==> src/rtl/alu_pkg.sv <==
// Shared definitions for the sequential calculator ALU: opcodes and FSM states.
package alu_pkg;

   localparam logic [1:0] OP_MUL = 2'b00;
   localparam logic [1:0] OP_REM = 2'b01;
   localparam logic [1:0] OP_ADD = 2'b10;
   localparam logic [1:0] OP_SUB = 2'b11;

   typedef enum logic [1:0] {IDLE, CALC, DONE} state_t;

endpackage

==> src/rtl/seq_alu_if.sv <==
// Request/result bus of seq_alu. Optional quotient output: ALU_QUOT_EN.
interface seq_alu_if #(parameter int WIDTH = 3);
   import alu_pkg::*;

   localparam int RES_W = 2*WIDTH;

   logic [1:0]       S;
   logic [WIDTH-1:0] A;
   logic [WIDTH-1:0] B;
   logic             in_valid;
   logic             in_ready;
   logic [RES_W-1:0] answer;
   logic             DZ;
   logic             Z;
   logic             out_valid;
   logic             out_ready;
`ifdef ALU_QUOT_EN
   logic [WIDTH-1:0] quot;
`endif

   modport master (
      output S, A, B, in_valid, out_ready,
      input  in_ready, answer, DZ, Z, out_valid
`ifdef ALU_QUOT_EN
      , quot
`endif
   );

   modport slave (
      input  S, A, B, in_valid, out_ready,
      output in_ready, answer, DZ, Z, out_valid
`ifdef ALU_QUOT_EN
      , quot
`endif
   );

endinterface

==> src/rtl/seq_divider.sv <==
// Restoring divider, one quotient bit per enable pulse, MSB first.
// The *_nxt outputs show the register values after the current step so the
// caller can capture the final result on the same edge as the last step.
// Quotient output only exists with ALU_QUOT_EN.
module seq_divider
   import alu_pkg::*;
#(
   parameter int WIDTH = 3
) (
   input  logic             clk,
   input  logic             rst,
   input  logic             load_i,
   input  logic             en_i,
   input  logic [WIDTH-1:0] dividend_i,
   input  logic [WIDTH-1:0] divisor_i,
   output logic [WIDTH-1:0] rem_nxt_o
`ifdef ALU_QUOT_EN
   ,
   output logic [WIDTH-1:0] quot_nxt_o
`endif
);

   logic [WIDTH-1:0] rem_q, quo_q, dvs_q;
   logic [WIDTH-1:0] rem_d, quo_d;
   logic [WIDTH:0]   part;
   logic             ge;

   // Shift the next dividend bit into the partial remainder and try a subtract.
   always_comb begin
      part  = {rem_q, quo_q[WIDTH-1]};
      ge    = (part >= {1'b0, dvs_q});
      rem_d = ge ? WIDTH'(part - {1'b0, dvs_q}) : part[WIDTH-1:0];
      quo_d = {quo_q[WIDTH-2:0], ge};
   end

   // Work registers: quotient register starts holding the dividend.
   always_ff @(posedge clk) begin
      if (rst) begin
         rem_q <= '0;
         quo_q <= '0;
         dvs_q <= '0;
      end else if (load_i) begin
         rem_q <= '0;
         quo_q <= dividend_i;
         dvs_q <= divisor_i;
      end else if (en_i) begin
         rem_q <= rem_d;
         quo_q <= quo_d;
      end
   end

   assign rem_nxt_o  = rem_d;
`ifdef ALU_QUOT_EN
   assign quot_nxt_o = quo_d;
`endif

endmodule

==> src/rtl/seq_alu.sv <==
// Multi-cycle calculator ALU: add/sub in one step, shift-add multiply and
// restoring remainder in WIDTH steps, result held behind valid/ready.
// Optional quotient output: ALU_QUOT_EN.
module seq_alu
   import alu_pkg::*;
#(
   parameter int WIDTH = 3
) (
   input  logic     clk,
   input  logic     rst,
   seq_alu_if.slave bus
);

   localparam int RES_W = 2*WIDTH;
   localparam int CNT_W = $clog2(WIDTH+1);

   state_t           state_q, state_d;
   logic [1:0]       op_q, op_d;
   logic [CNT_W-1:0] cnt_q, cnt_d;
   logic [RES_W-1:0] mcand_q, mcand_d, acc_q, acc_d, ans_q, ans_d;
   logic [RES_W-1:0] acc_nx, res;
   logic [WIDTH-1:0] mplier_q, mplier_d, rem_nxt;
   logic             dz_q, dz_d, z_q, z_d;
   logic             div_load, div_en, last;
`ifdef ALU_QUOT_EN
   logic [WIDTH-1:0] quot_q, quot_d, quot_nxt;
`endif

   seq_divider #(.WIDTH(WIDTH)) u_div (
      .clk        (clk),
      .rst        (rst),
      .load_i     (div_load),
      .en_i       (div_en),
      .dividend_i (bus.A),
      .divisor_i  (bus.B),
      .rem_nxt_o  (rem_nxt)
`ifdef ALU_QUOT_EN
      ,
      .quot_nxt_o (quot_nxt)
`endif
   );

   // Next-state, datapath step and result capture.
   // mcand_q/mplier_q double as the latched A/B for add and sub.
   always_comb begin
      state_d  = state_q;
      op_d     = op_q;
      cnt_d    = cnt_q;
      mcand_d  = mcand_q;
      mplier_d = mplier_q;
      acc_d    = acc_q;
      ans_d    = ans_q;
      dz_d     = dz_q;
      z_d      = z_q;
      div_load = 1'b0;
      div_en   = 1'b0;
      last     = 1'b0;
      res      = '0;
      acc_nx   = mplier_q[0] ? acc_q + mcand_q : acc_q;
`ifdef ALU_QUOT_EN
      quot_d   = quot_q;
`endif
      case (state_q)
         IDLE: begin
            if (bus.in_valid) begin
               op_d     = bus.S;
               cnt_d    = '0;
               mcand_d  = RES_W'(bus.A);
               mplier_d = bus.B;
               acc_d    = '0;
               div_load = 1'b1;
               if (bus.S == OP_REM && bus.B == '0) begin
                  state_d = DONE;
                  ans_d   = '0;
                  dz_d    = 1'b1;
                  z_d     = 1'b1;
`ifdef ALU_QUOT_EN
                  quot_d  = '1;
`endif
               end else begin
                  state_d = CALC;
               end
            end
         end
         CALC: begin
            cnt_d = cnt_q + 1'b1;
            case (op_q)
               OP_ADD: begin
                  res  = mcand_q + RES_W'(mplier_q);
                  last = 1'b1;
               end
               OP_SUB: begin
                  res  = mcand_q - RES_W'(mplier_q);
                  last = 1'b1;
               end
               OP_MUL: begin
                  acc_d    = acc_nx;
                  mcand_d  = mcand_q << 1;
                  mplier_d = mplier_q >> 1;
                  res      = acc_nx;
                  last     = (cnt_q == CNT_W'(WIDTH-1));
               end
               default: begin
                  div_en = 1'b1;
                  res    = RES_W'(rem_nxt);
                  last   = (cnt_q == CNT_W'(WIDTH-1));
               end
            endcase
            if (last) begin
               state_d = DONE;
               ans_d   = res;
               z_d     = (res == '0);
               dz_d    = 1'b0;
`ifdef ALU_QUOT_EN
               quot_d  = (op_q == OP_REM) ? quot_nxt : '0;
`endif
            end
         end
         DONE: begin
            if (bus.out_ready) state_d = IDLE;
         end
         default: state_d = IDLE;
      endcase
   end

   // State and work registers; reset overrides any operation in flight.
   always_ff @(posedge clk) begin
      if (rst) begin
         state_q  <= IDLE;
         op_q     <= OP_MUL;
         cnt_q    <= '0;
         mcand_q  <= '0;
         mplier_q <= '0;
         acc_q    <= '0;
         ans_q    <= '0;
         dz_q     <= 1'b0;
         z_q      <= 1'b0;
`ifdef ALU_QUOT_EN
         quot_q   <= '0;
`endif
      end else begin
         state_q  <= state_d;
         op_q     <= op_d;
         cnt_q    <= cnt_d;
         mcand_q  <= mcand_d;
         mplier_q <= mplier_d;
         acc_q    <= acc_d;
         ans_q    <= ans_d;
         dz_q     <= dz_d;
         z_q      <= z_d;
`ifdef ALU_QUOT_EN
         quot_q   <= quot_d;
`endif
      end
   end

   assign bus.in_ready  = (state_q == IDLE);
   assign bus.out_valid = (state_q == DONE);
   assign bus.answer    = ans_q;
   assign bus.DZ        = dz_q;
   assign bus.Z         = z_q;
`ifdef ALU_QUOT_EN
   assign bus.quot      = quot_q;
`endif

endmodule

==> src/flat_wrapper.sv <==
// flat-port wrapper written by rule: the top's interface ports become plain ports
module seq_alu_flat import alu_pkg::*;
#(
   parameter int WIDTH = 3
)
  (clk, rst, bus_S, bus_A, bus_B, bus_in_valid, bus_out_ready, bus_in_ready, bus_answer, bus_DZ, bus_Z, bus_out_valid);
  seq_alu_if #(.WIDTH(WIDTH)) bus_i ();
  input  logic clk;
  input  logic rst;
  input wire logic [$bits(bus_i.S)-1:0] bus_S;
  input wire logic [$bits(bus_i.A)-1:0] bus_A;
  input wire logic [$bits(bus_i.B)-1:0] bus_B;
  input wire logic [$bits(bus_i.in_valid)-1:0] bus_in_valid;
  input wire logic [$bits(bus_i.out_ready)-1:0] bus_out_ready;
  output wire logic [$bits(bus_i.in_ready)-1:0] bus_in_ready;
  output wire logic [$bits(bus_i.answer)-1:0] bus_answer;
  output wire logic [$bits(bus_i.DZ)-1:0] bus_DZ;
  output wire logic [$bits(bus_i.Z)-1:0] bus_Z;
  output wire logic [$bits(bus_i.out_valid)-1:0] bus_out_valid;
  assign bus_i.S = bus_S;
  assign bus_i.A = bus_A;
  assign bus_i.B = bus_B;
  assign bus_i.in_valid = bus_in_valid;
  assign bus_i.out_ready = bus_out_ready;
  assign bus_in_ready = bus_i.in_ready;
  assign bus_answer = bus_i.answer;
  assign bus_DZ = bus_i.DZ;
  assign bus_Z = bus_i.Z;
  assign bus_out_valid = bus_i.out_valid;
  seq_alu #(.WIDTH(WIDTH)) u_core (.clk(clk), .rst(rst), .bus(bus_i));
endmodule
==> config.mk <==
export PLATFORM = sky130hd
export DESIGN_NAME = seq_alu_flat
export DESIGN_NICKNAME = d
export VERILOG_FILES = /design/src/rtl/alu_pkg.sv /design/src/rtl/seq_alu_if.sv /design/src/rtl/seq_divider.sv /design/src/rtl/seq_alu.sv /design/src/flat_wrapper.sv
export SDC_FILE = /design/constraint.sdc
export NUM_CORES = 1
export LEC_CHECK = 0
export CORE_UTILIZATION = 41
export CTS_CLUSTER_DIAMETER = 120
export DETAILED_ROUTE_END_ITERATION = 8
export HOLD_SLACK_MARGIN = 0.1
export PLACE_DENSITY = 0.65
export SYNTH_ARGS = -nofsm -noshare
export SYNTH_HDL_FRONTEND = slang
export SYNTH_SLANG_ARGS = --single-unit
export TNS_END_PERCENT = 50
==> constraint.sdc <==
create_clock -name clk -period 3.2 [get_ports clk]
set_clock_uncertainty 0.15 [all_clocks]
set_input_delay 0.32 -clock clk [delete_from_list [all_inputs] [get_ports clk]]
set_output_delay 0.32 -clock clk [all_outputs]
set_load 0.1 [all_outputs]
==> out/qor.csv <==
metric,value,unit
yosys_warnings,0,
grt_pass1_vias,1812,
use_met1,29.06,%
dp_hpwl,3954,um
cts-resized-gates,0,
rows,26,
viasPerCell,5.375,
power.density,493.9,nW/um2
nFillCells,504,
path_buf_inv,0,
r2r_start,u_core.op_q[0],
antenna_cells,0,
slew_headroom,35.34,%
drtPass1Iterations,4,
routed_wl,5172,um
r2r_end,u_core.bus.Z,
met3_usage,4.365,%
layout_commonest_cell,nor2_1,
ys.flop_type,dfxtp_1,
place_ws,684.3,ps
numClockSinks,38,
antenna_found_initial,0,
crit_chain,nand2_1 -> nand2_1 -> o21ai_1 -> fa_1 -> nand2b_1 -> a21oi_1 -> xor2_1 -> a21oi_1 -> a21o_1 -> a31oi_1 -> nor3_1,
status,completed,
synth-edff-count,0,
required,3240,ps
whs_endpoint,u_core.bus.answer[2],
tightestPinTransition,966.8,ps
synth-async-reset-ratio,0,%
finalCriticalPeriod,2554,ps
tns,0,ps
post_drt_wl_per_cell,14.05,um
min_path_cells,2,
syn-cell-area,2218,um2
die_area,5709,um2
r2r_cells,11,
hp-class,reg2reg,
clock_path_buffers,2,
cp_max_fo,8,
crit_slowest_cell,dfxtp_1,
cts_max_level,2,
io_buffers,21,
grt_pass1_wl,8790,um
grt-busiest-layer,met2,
synth_fp_nets,304,
cts.clk_slew.worst_paths,80,ps
die_h,75.56,um
ir_worst_vdd,0.2693,mV
area_delta_synth_final,17.88,%
postCtsSetupRepairBufs,0,
grt.overflow.total,0,
seq_area,760.7,um2
ys_ff_latch,38,
cts_tree,done,
fmax,391.6,MHz
setup_viol,0,
met2_usage,32.14,%
syn_inst,273,
fin_crit_sh,79.80,%
cts_hold_buf,0,
crit_type,reg2reg,
syn_avg_cell_area,8.126,um2
coreArea,5172,um2
synth.area.top_cells,"dfxtp_1, ha_1, nor2_1",
insertion_delay,290,ps
layout_common_cells,"nor2_1, dfxtp_1, nand2_1",
drt_iter0_drc,137,
worst_setup_path_start_kind,register,
grtUsageTotal,20.72,%
r2r_slack,650,ps
start_util,42.89,%
drc,0,
vias,1978,
grt_max_degree,22,
cts_root_buf,clkbuf_8,
hold_violations,0,
multi_input_area,1354,um2
ant_nets,0,
p_leak,1.013,nW
endpoint_kind,register,
pin_count,22,
synth_area_leader_cell,dfxtp_1,
critPathTopFamily,compound AO/OA/AOI/OAI gates,
arrival,2590,ps
synth_top_area_share,34.29,%
setup_ws,646.5,ps
slowest_delay,510,ps
cap_violations,0,
finalNetCount,328,
synth-seq-area-share,34.29,%
whs,307.3,ps
routabilityCongestion,0.8066,
numCtsBuffers,5,
drive_gt1_share,5.705,%
slew_viol_final,0,
hold_start,u_core.bus.answer[2],
ys_types,42,
rsz0062_at_grt,no,
die_w,75.56,um
==> synth_stat cells, types with 2 or more instances <==
cell type / instances
and2_1: 2
ha_1: 16
nand2_1: 36
xnor2_1: 6
nor3_1: 5
dfxtp_1: 38
a21oi_1: 22
nand3_1: 3
buf_2: 2
inv_1: 15
a211oi_1: 4
nor3b_1: 2
a22oi_1: 15
a21o_1: 3
mux2i_1: 7
or2_1: 2
fa_1: 3
o31ai_1: 2
nor2_1: 39
a31oi_1: 4
a311oi_1: 4
nand2b_1: 9
o21ai_1: 6
a2bb2oi_1: 2
nor2b_1: 3
clkbuf_1: 7
==> stage by stage <==
step	instance area (um2)	util, %	cells	total power [mW]
after detailed placement	2509	48.50	360	0.8956
final	2615	50.56	368	1.292
after global routing	2615	50.56	368	1.369
after global placement	2509	48.50	360	0.8930
after floorplan	2218	-	273	0.8026
after CTS	2615	50.56	368	1.303
==> power breakdown <==
part           leakage [nW]  switching [mW]  total, mW  internal (mW)
Sequential            0.310          0.0236      0.521          0.498
Clock                0.0524           0.171      0.404          0.233
Combinational         0.651           0.226      0.366          0.140
Total                  1.01           0.421       1.29          0.871
==> registers in the layout (all words and copies together), names as in the netlist <==
name / flops
u_core.bus.DZ: 1
u_core.mplier_q: 3
u_core.acc_q: 6
u_core.op_q: 2
u_core.u_div.quo_q: 3
u_core.u_div.rem_q: 3
u_core.bus.Z: 1
u_core.u_div.dvs_q: 3
u_core.cnt_q: 2
u_core.mcand_q: 6
u_core.state_q: 2
u_core.bus.answer: 6
==> layer usage <==
layer	share of wire, %	vias to the layer above
met5	0	-
met4	0.93	0
met3	4.4	6
met2	45	41
met1	50	912
li1	-	1019
==> cells by family after synthesis <==
logic type | share of synthesized area, %
AO/OA/AOI/OAI | 20.98
XOR/XNOR | 2.764
adder cells (fa/ha/maj) | 11.73
buffers and inverters | 4.681
flip-flops | 34.29
multiplexers | 3.666
AND/OR/NAND/NOR | 21.88
==> worst min-delay path, delay by kind of cell, from the launching register on <==
kind / cells / cell delay, ps
AND/OR/NAND/NOR: 1 / 50
flip-flops: 1 / 310
AO/OA/AOI/OAI: 1 / 50
==> area by class of cell <==
class                      count  share of cell area (%)
clock buffer                   7                   2.919
clock inverter                 1                   1.148
inverter                      15                   2.153
multi-input combinational    210                   51.77
sequential                    38                   29.09
tap                           70                   3.349
timing repair buffer          27                   9.569
==> worst max path at each step <==
stage | from | cells after the start | slack [ps] | to
after floorplan | u_core.state_q[0] | 6 | 190 | u_core.acc_q[3]
after global placement | u_core.op_q[0] | 11 | 700 | u_core.bus.Z
after detailed placement | u_core.op_q[0] | 11 | 680 | u_core.bus.Z
after CTS | u_core.op_q[0] | 11 | 650 | u_core.bus.Z
after global routing | u_core.op_q[0] | 11 | 410 | u_core.bus.Z
final | u_core.op_q[0] | 11 | 650 | u_core.bus.Z
Note: power is estimated with default switching activity, not from simulation.
